<file path="src/rtl/elev_pkg.sv">
// Shared elevator definitions: car FSM states, building size and direction codes.
// Imported by lift_dispatch and its helpers.
package elev_pkg;

  localparam int unsigned N_FLOORS = 4;
  localparam int unsigned FLOOR_W  = 2;

  localparam logic DIR_UP = 1'b1;
  localparam logic DIR_DN = 1'b0;

  typedef enum logic [1:0] {
    IDLE = 2'd0,
    RUN  = 2'd1,
    OPEN = 2'd2
  } state_t;

endpackage

</file>
<file path="src/rtl/lift_dispatch_rise_det.sv">
// rise_det: 1-bit rising-edge detector for level done signals.
// Ports:
//   CP   - clock
//   RST  - async active-high reset; clears the history FF
//   din  - level input
//   rise - high during the cycle where din is 1 and was 0 at the previous edge
module rise_det (
  input  logic CP,
  input  logic RST,
  input  logic din,
  output logic rise
);

  logic prev;

  always_ff @(posedge CP or posedge RST) begin
    if (RST) prev <= 1'b0;
    else     prev <= din;
  end

  assign rise = din & ~prev;

endmodule

</file>
<file path="src/rtl/lift_dispatch.sv">
// lift_dispatch: car-control FSM for the elevator. Latches floor requests,
// chooses direction with SCAN, drives the run timer (mv2nxt) and door timer
// (opendoor), tracks the car floor and homes the car after an idle timeout.
// Ports:
//   CP, RST   - clock, async active-high reset
//   req       - per-floor request (level or pulse)
//   endRun    - run-timer done level, one floor per rising edge
//   endOpen   - door-timer done level, rising edge ends the door cycle
//   mv2nxt    - run-timer enable, high throughout RUN
//   opendoor  - door-timer enable, high throughout OPEN
//   dir       - 1 = up, 0 = down
//   floor     - current car floor
//   pending   - latched, unserved requests
//   state     - IDLE=0, RUN=1, OPEN=2
module lift_dispatch
  import elev_pkg::*;
#(
  parameter int unsigned HOME_FLOOR  = 0,
  parameter int unsigned IDLE_RETURN = 64
) (
  input  logic                CP,
  input  logic                RST,
  input  logic [N_FLOORS-1:0] req,
  input  logic                endRun,
  input  logic                endOpen,
  output logic                mv2nxt,
  output logic                opendoor,
  output logic                dir,
  output logic [FLOOR_W-1:0]  floor,
  output logic [N_FLOORS-1:0] pending,
  output logic [1:0]          state
);

  localparam int unsigned CNT_W = (IDLE_RETURN > 1) ? $clog2(IDLE_RETURN) : 1;

  state_t              st;
  logic                run_rise;
  logic                open_rise;
  logic [N_FLOORS-1:0] req_eff;
  logic [N_FLOORS-1:0] pr;
  logic [FLOOR_W-1:0]  next_floor;
  logic                above;
  logic                below;
  logic                ahead_next;
  logic [CNT_W-1:0]    idle_cnt;

  // Any request strictly above (up=1) or strictly below (up=0) floor f.
  function automatic logic any_side(input logic [N_FLOORS-1:0] v,
                                    input logic [FLOOR_W-1:0]  f,
                                    input logic                up);
    logic hit;
    hit = 1'b0;
    for (int unsigned i = 0; i < N_FLOORS; i++) begin
      if (v[i] && (up ? (i > 32'(f)) : (i < 32'(f)))) hit = 1'b1;
    end
    return hit;
  endfunction

  function automatic logic [N_FLOORS-1:0] bit_of(input logic [FLOOR_W-1:0] f);
    logic [N_FLOORS-1:0] b;
    b    = '0;
    b[f] = 1'b1;
    return b;
  endfunction

  rise_det u_run_det (
    .CP   (CP),
    .RST  (RST),
    .din  (endRun),
    .rise (run_rise)
  );

  rise_det u_open_det (
    .CP   (CP),
    .RST  (RST),
    .din  (endOpen),
    .rise (open_rise)
  );

  always_comb begin
    // A call for the floor whose door is already open is absorbed.
    req_eff = req;
    if (st == OPEN) req_eff[floor] = 1'b0;
    pr    = pending | req_eff;
    above = any_side(pr, floor, DIR_UP);
    below = any_side(pr, floor, DIR_DN);
    if (dir == DIR_UP)
      next_floor = (floor == FLOOR_W'(N_FLOORS - 1)) ? floor : floor + FLOOR_W'(1);
    else
      next_floor = (floor == '0) ? floor : floor - FLOOR_W'(1);
    ahead_next = any_side(pr, next_floor, dir);
  end

  always_ff @(posedge CP or posedge RST) begin
    if (RST) begin
      st       <= IDLE;
      floor    <= '0;
      dir      <= DIR_UP;
      pending  <= '0;
      mv2nxt   <= 1'b0;
      opendoor <= 1'b0;
      idle_cnt <= '0;
    end else begin
      pending <= pr;
      case (st)
        IDLE: begin
          if (pr[floor]) begin
            st       <= OPEN;
            opendoor <= 1'b1;
            pending  <= pr & ~bit_of(floor);
            idle_cnt <= '0;
          end else if (above || below) begin
            st       <= RUN;
            mv2nxt   <= 1'b1;
            idle_cnt <= '0;
            if (dir == DIR_UP) dir <= above ? DIR_UP : DIR_DN;
            else               dir <= below ? DIR_DN : DIR_UP;
          end else if (IDLE_RETURN != 0 && floor != FLOOR_W'(HOME_FLOOR)) begin
            if (idle_cnt == CNT_W'(IDLE_RETURN - 1)) begin
              pending[HOME_FLOOR] <= 1'b1;
              idle_cnt            <= '0;
            end else begin
              idle_cnt <= idle_cnt + CNT_W'(1);
            end
          end else begin
            idle_cnt <= '0;
          end
        end
        RUN: begin
          if (run_rise) begin
            floor <= next_floor;
            // pr already includes a request arriving on this edge, so it stops the car.
            if (pr[next_floor]) begin
              st       <= OPEN;
              mv2nxt   <= 1'b0;
              opendoor <= 1'b1;
              pending  <= pr & ~bit_of(next_floor);
            end else if (!ahead_next) begin
              st     <= IDLE;
              mv2nxt <= 1'b0;
            end
          end
        end
        OPEN: begin
          if (open_rise) begin
            st       <= IDLE;
            opendoor <= 1'b0;
          end
        end
        default: begin
          st       <= IDLE;
          mv2nxt   <= 1'b0;
          opendoor <= 1'b0;
        end
      endcase
    end
  end

  assign state = st;

endmodule

</file>
<file path="config.mk">
export PLATFORM = sky130hd
export DESIGN_NAME = lift_dispatch
export DESIGN_NICKNAME = d
export VERILOG_FILES = /design/src/rtl/elev_pkg.sv /design/src/rtl/lift_dispatch_rise_det.sv /design/src/rtl/lift_dispatch.sv
export SDC_FILE = /design/constraint.sdc
export NUM_CORES = 1
export LEC_CHECK = 0
export BUFFER_PORTS_ARGS = -buffer_cell sky130_fd_sc_hd__buf_2
export CORE_MARGIN = 8
export CORE_UTILIZATION = 60
export DETAILED_ROUTE_END_ITERATION = 10
export GPL_TIMING_DRIVEN = 0
export PLACE_DENSITY = 0.88
export SYNTH_ARGS = -nofsm -noshare
export SYNTH_HDL_FRONTEND = slang
export SYNTH_SLANG_ARGS = --single-unit
</file>
<file path="constraint.sdc">
create_clock -name CP -period 3.4 [get_ports CP]
set_input_delay 0.85 -clock CP [delete_from_list [all_inputs] [get_ports CP]]
set_output_delay 0.85 -clock CP [all_outputs]
set_load 0.01 [all_outputs]
</file>
==> results.json <==
{
  "drcViolationCount": 0,
  "drt_iter0_markers": 93,
  "cts_resized": 0,
  "rows": 17,
  "period_needed_ps": 2221,
  "ys_seq_elements": 19,
  "dp.cells": 193,
  "crit_arrival_ps": 2380,
  "finalPower_w": 0.001059,
  "async_flop_share_pct": 100.0,
  "max_cap_viol_count": 0,
  "final_util_pct": 69.02,
  "vias": 1278,
  "slowest_delay_ps": 540,
  "hold_viol": 0,
  "viasPerCell": 6.487,
  "io_buffers": 18,
  "crit_path_end_kind": "register",
  "cts_buffers": 3,
  "slowest_stage": "dfstp_2",
  "crit_chain": "clkbuf_1, nor2_1, a2111o_1, nand4_1, nand3_1, o22ai_1, a211oi_1",
  "tritoncts": "yes",
  "die_area_sq_um": 3982,
  "post_cts_buffers": 0,
  "grt_pass1_wl_mm": 5.720,
  "gr-usage-all-layers_pct": 17.24,
  "critical_path_required_ps": 3560,
  "hold_slack_ps": 486.6,
  "num_antenna_cells": 0,
  "htree_levels": 1,
  "yosysWarnings": 0,
  "netlist_instances": 147,
  "rsz0062_at_grt": "false",
  "die_h_um": 63.11,
  "status": "completed",
  "synth_edf_count": 0,
  "skew_ps": 5.907,
  "hold_start": "mv2nxt$_DFFE_PP0P_",
  "rr_startpoint": "dir$_DFFE_PP1P_",
  "post-route-period-util_pct": 65.32,
  "tightest_slew_ps": 709.0,
  "clock.fmax_ghz": 0.4503,
  "ant_nets": 0,
  "drt-total-wl_mm": 3.419,
  "p_leak_nw": 0.5977,
  "grt_antenna_before_repair": 0,
  "met1_usage_pct": 18.72,
  "hp-class": "reg2reg",
  "grtUsageMet2_pct": 29.96,
  "synth_cell_types": 51,
  "start_kind": "register",
  "synthesis.area_sq_um": 1331,
  "clk_pin_slew_ps": 110,
  "fin_nets": 179,
  "stdcell_count": 197,
  "clock_path_buffers": 2,
  "clk_latency_ps": 290,
  "ir_drop_uv": 521.8,
  "critical_path_class": "reg2reg",
  "ioPinCount": 19,
  "seq_area_frac_synth_pct": 35.81,
  "coreArea_sq_um": 2148,
  "clock-sinks": 19,
  "p_per_area_nw_per_um2": 713.9,
  "postCtsHoldBufs": 0,
  "setup_tns_ps": 0,
  "worstPathMaxFanout": 9,
  "busiest_layer": "met2",
  "overflow": 0,
  "slew_headroom_pct": 52.68,
  "slew_viol_final": 0,
  "cts_root_buffer": "clkbuf_4",
  "synth_ff_type": "dfrtp_1",
  "drt-pass1-iter-count": 5,
  "synth.avg_cell_area_sq_um": 9.056,
  "grt_pass1_vias": 1285,
  "dieWidth_um": 63.11,
  "gp_congestion": 0.9120,
  "post_route_cells_drive_above_1_share_pct": 25.44,
  "place_hpwl_mm": 2.721,
  "grt_max_degree": 20,
  "fillers": 171,
  "wire_per_inst_um": 17.36,
  "synth.net_count": 156,
  "initial_core_util_pct": 61.97,
  "grtUsageMet3_pct": 3.180,
  "setup_violations": 0,
  "synthToLayoutAreaGrowth_pct": 11.37,
  "critPathLaunch": "dir$_DFFE_PP1P_"
}
==> Yosys cell counts (2+ instances only) <==
| library cell | number | area (sq um) |
|---|---|---|
| a22oi_1 | 3 | 22.52 |
| nor3_1 | 4 | 20.02 |
| o22ai_1 | 4 | 25.02 |
| a21oi_1 | 7 | 35.03 |
| a31oi_1 | 4 | 25.02 |
| clkbuf_1 | 2 | 7.510 |
| nor4_1 | 2 | 12.51 |
| dfrtp_1 | 18 | 450.4 |
| inv_1 | 3 | 11.26 |
| and2_1 | 2 | 12.51 |
| a211oi_2 | 3 | 37.54 |
| nand2_1 | 7 | 26.28 |
| nand2b_1 | 4 | 25.02 |
| o21ai_0 | 5 | 25.02 |
| nand4_1 | 2 | 12.51 |
| nor2_1 | 17 | 63.81 |
| nor2b_1 | 3 | 18.77 |
| nand3_1 | 8 | 40.04 |
| a2bb2oi_1 | 2 | 17.52 |
| buf_2 | 2 | 10.01 |
| buf_6 | 2 | 22.52 |
| a22o_1 | 4 | 35.03 |
| or2_2 | 2 | 12.51 |
| a211oi_1 | 3 | 22.52 |
| o211ai_1 | 2 | 15.01 |
| a21o_1 | 2 | 15.01 |
| nand4bb_1 | 2 | 22.52 |
| o21ai_1 | 5 | 25.02 |
==> worst paths after layout <==
check,end,slack [ps],depth (start not counted)
worst max-delay path,pending[1]$_DFF_PP0_,1180,7
worst min-delay path,mv2nxt$_DFFE_PP0P_,490,1
worst max register to register,pending[1]$_DFF_PP0_,1180,7
worst min register to register,mv2nxt$_DFFE_PP0P_,490,1
max in group asynchronous,u_run_det.prev$_DFF_PP0_,2300,2
min in group asynchronous,idle_cnt[5]$_DFFE_PP0P_,650,2
==> cells in the final DEF (no fill, tap or decap), types with 5 or more instances in the layout <==
| cell | count |
|---|---|
| a21oi_1 | 7 |
| buf_2 | 20 |
| dfrtp_1 | 18 |
| nand2_1 | 7 |
| nand3_1 | 8 |
| nor2_1 | 17 |
| o21ai_0 | 5 |
| o21ai_1 | 5 |
==> cells by family (layout without fill, tap and decap cells) <==
family	count (synthesis)	after routing	share of synthesized area, %
simple gates	61	61	25.47
buf+inv	12	34	4.981
flops	19	19	35.81
fa+ha+maj	1	1	0.9397
compound gates	54	54	32.80
==> power by group <==
part,total [W],internal [W],switching [W]
clock,0.000114,0.0000456,0.0000679
sequential,0.000331,0.000277,0.0000538
combinational,0.000614,0.000248,0.000366
==> sequential cells by signal, summed over array words and instances (netlist names) <==
| register | cells |
|---|---|
| opendoor | 1 |
| dir | 1 |
| state | 2 |
| mv2nxt | 1 |
| floor | 2 |
| pending | 4 |
| u_open_det.prev | 1 |
| u_run_det.prev | 1 |
| idle_cnt | 6 |
==> critical path: cells and delay by family (launching register included) <==
| family | cells | cell delay [ps] |
|---|---|---|
| buffers and inverters | 1 | 330 |
| and+or+nand+nor | 3 | 540 |
| AOI/OAI and AO/OA | 3 | 670 |
| DFF | 1 | 540 |
==> metal layers <==
metal  routed length (um)  share of wire, %  vias to the layer above
li1                     -                 -                      605
met1                 1371                40                      600
met2                 1712                50                       61
met3                  224               6.6                       12
met4                  111               3.2                        0
met5                    0                 0                        -
==> per-stage QoR <==
step	instance area [sq um]	setup slack (ps)
floorplan	1331	1457
global placement	1456	1111
detailed placement	1456	1058
CTS	1483	1233
global route	1483	1084
finish	1483	1179
==> cell type report <==
class                   instances  area [sq um]  area share (%)
plain buffers                   8         51.30           3.460
clock buffers                   4         26.28           1.772
inverters                       4         15.01           1.013
multi-input cells             116         788.3           53.16
flip-flops and latches         19         476.7           32.15
well taps                      28         35.03           2.363
repair buffers                 18         90.09           6.076
Power figures use the tool's default switching activity.
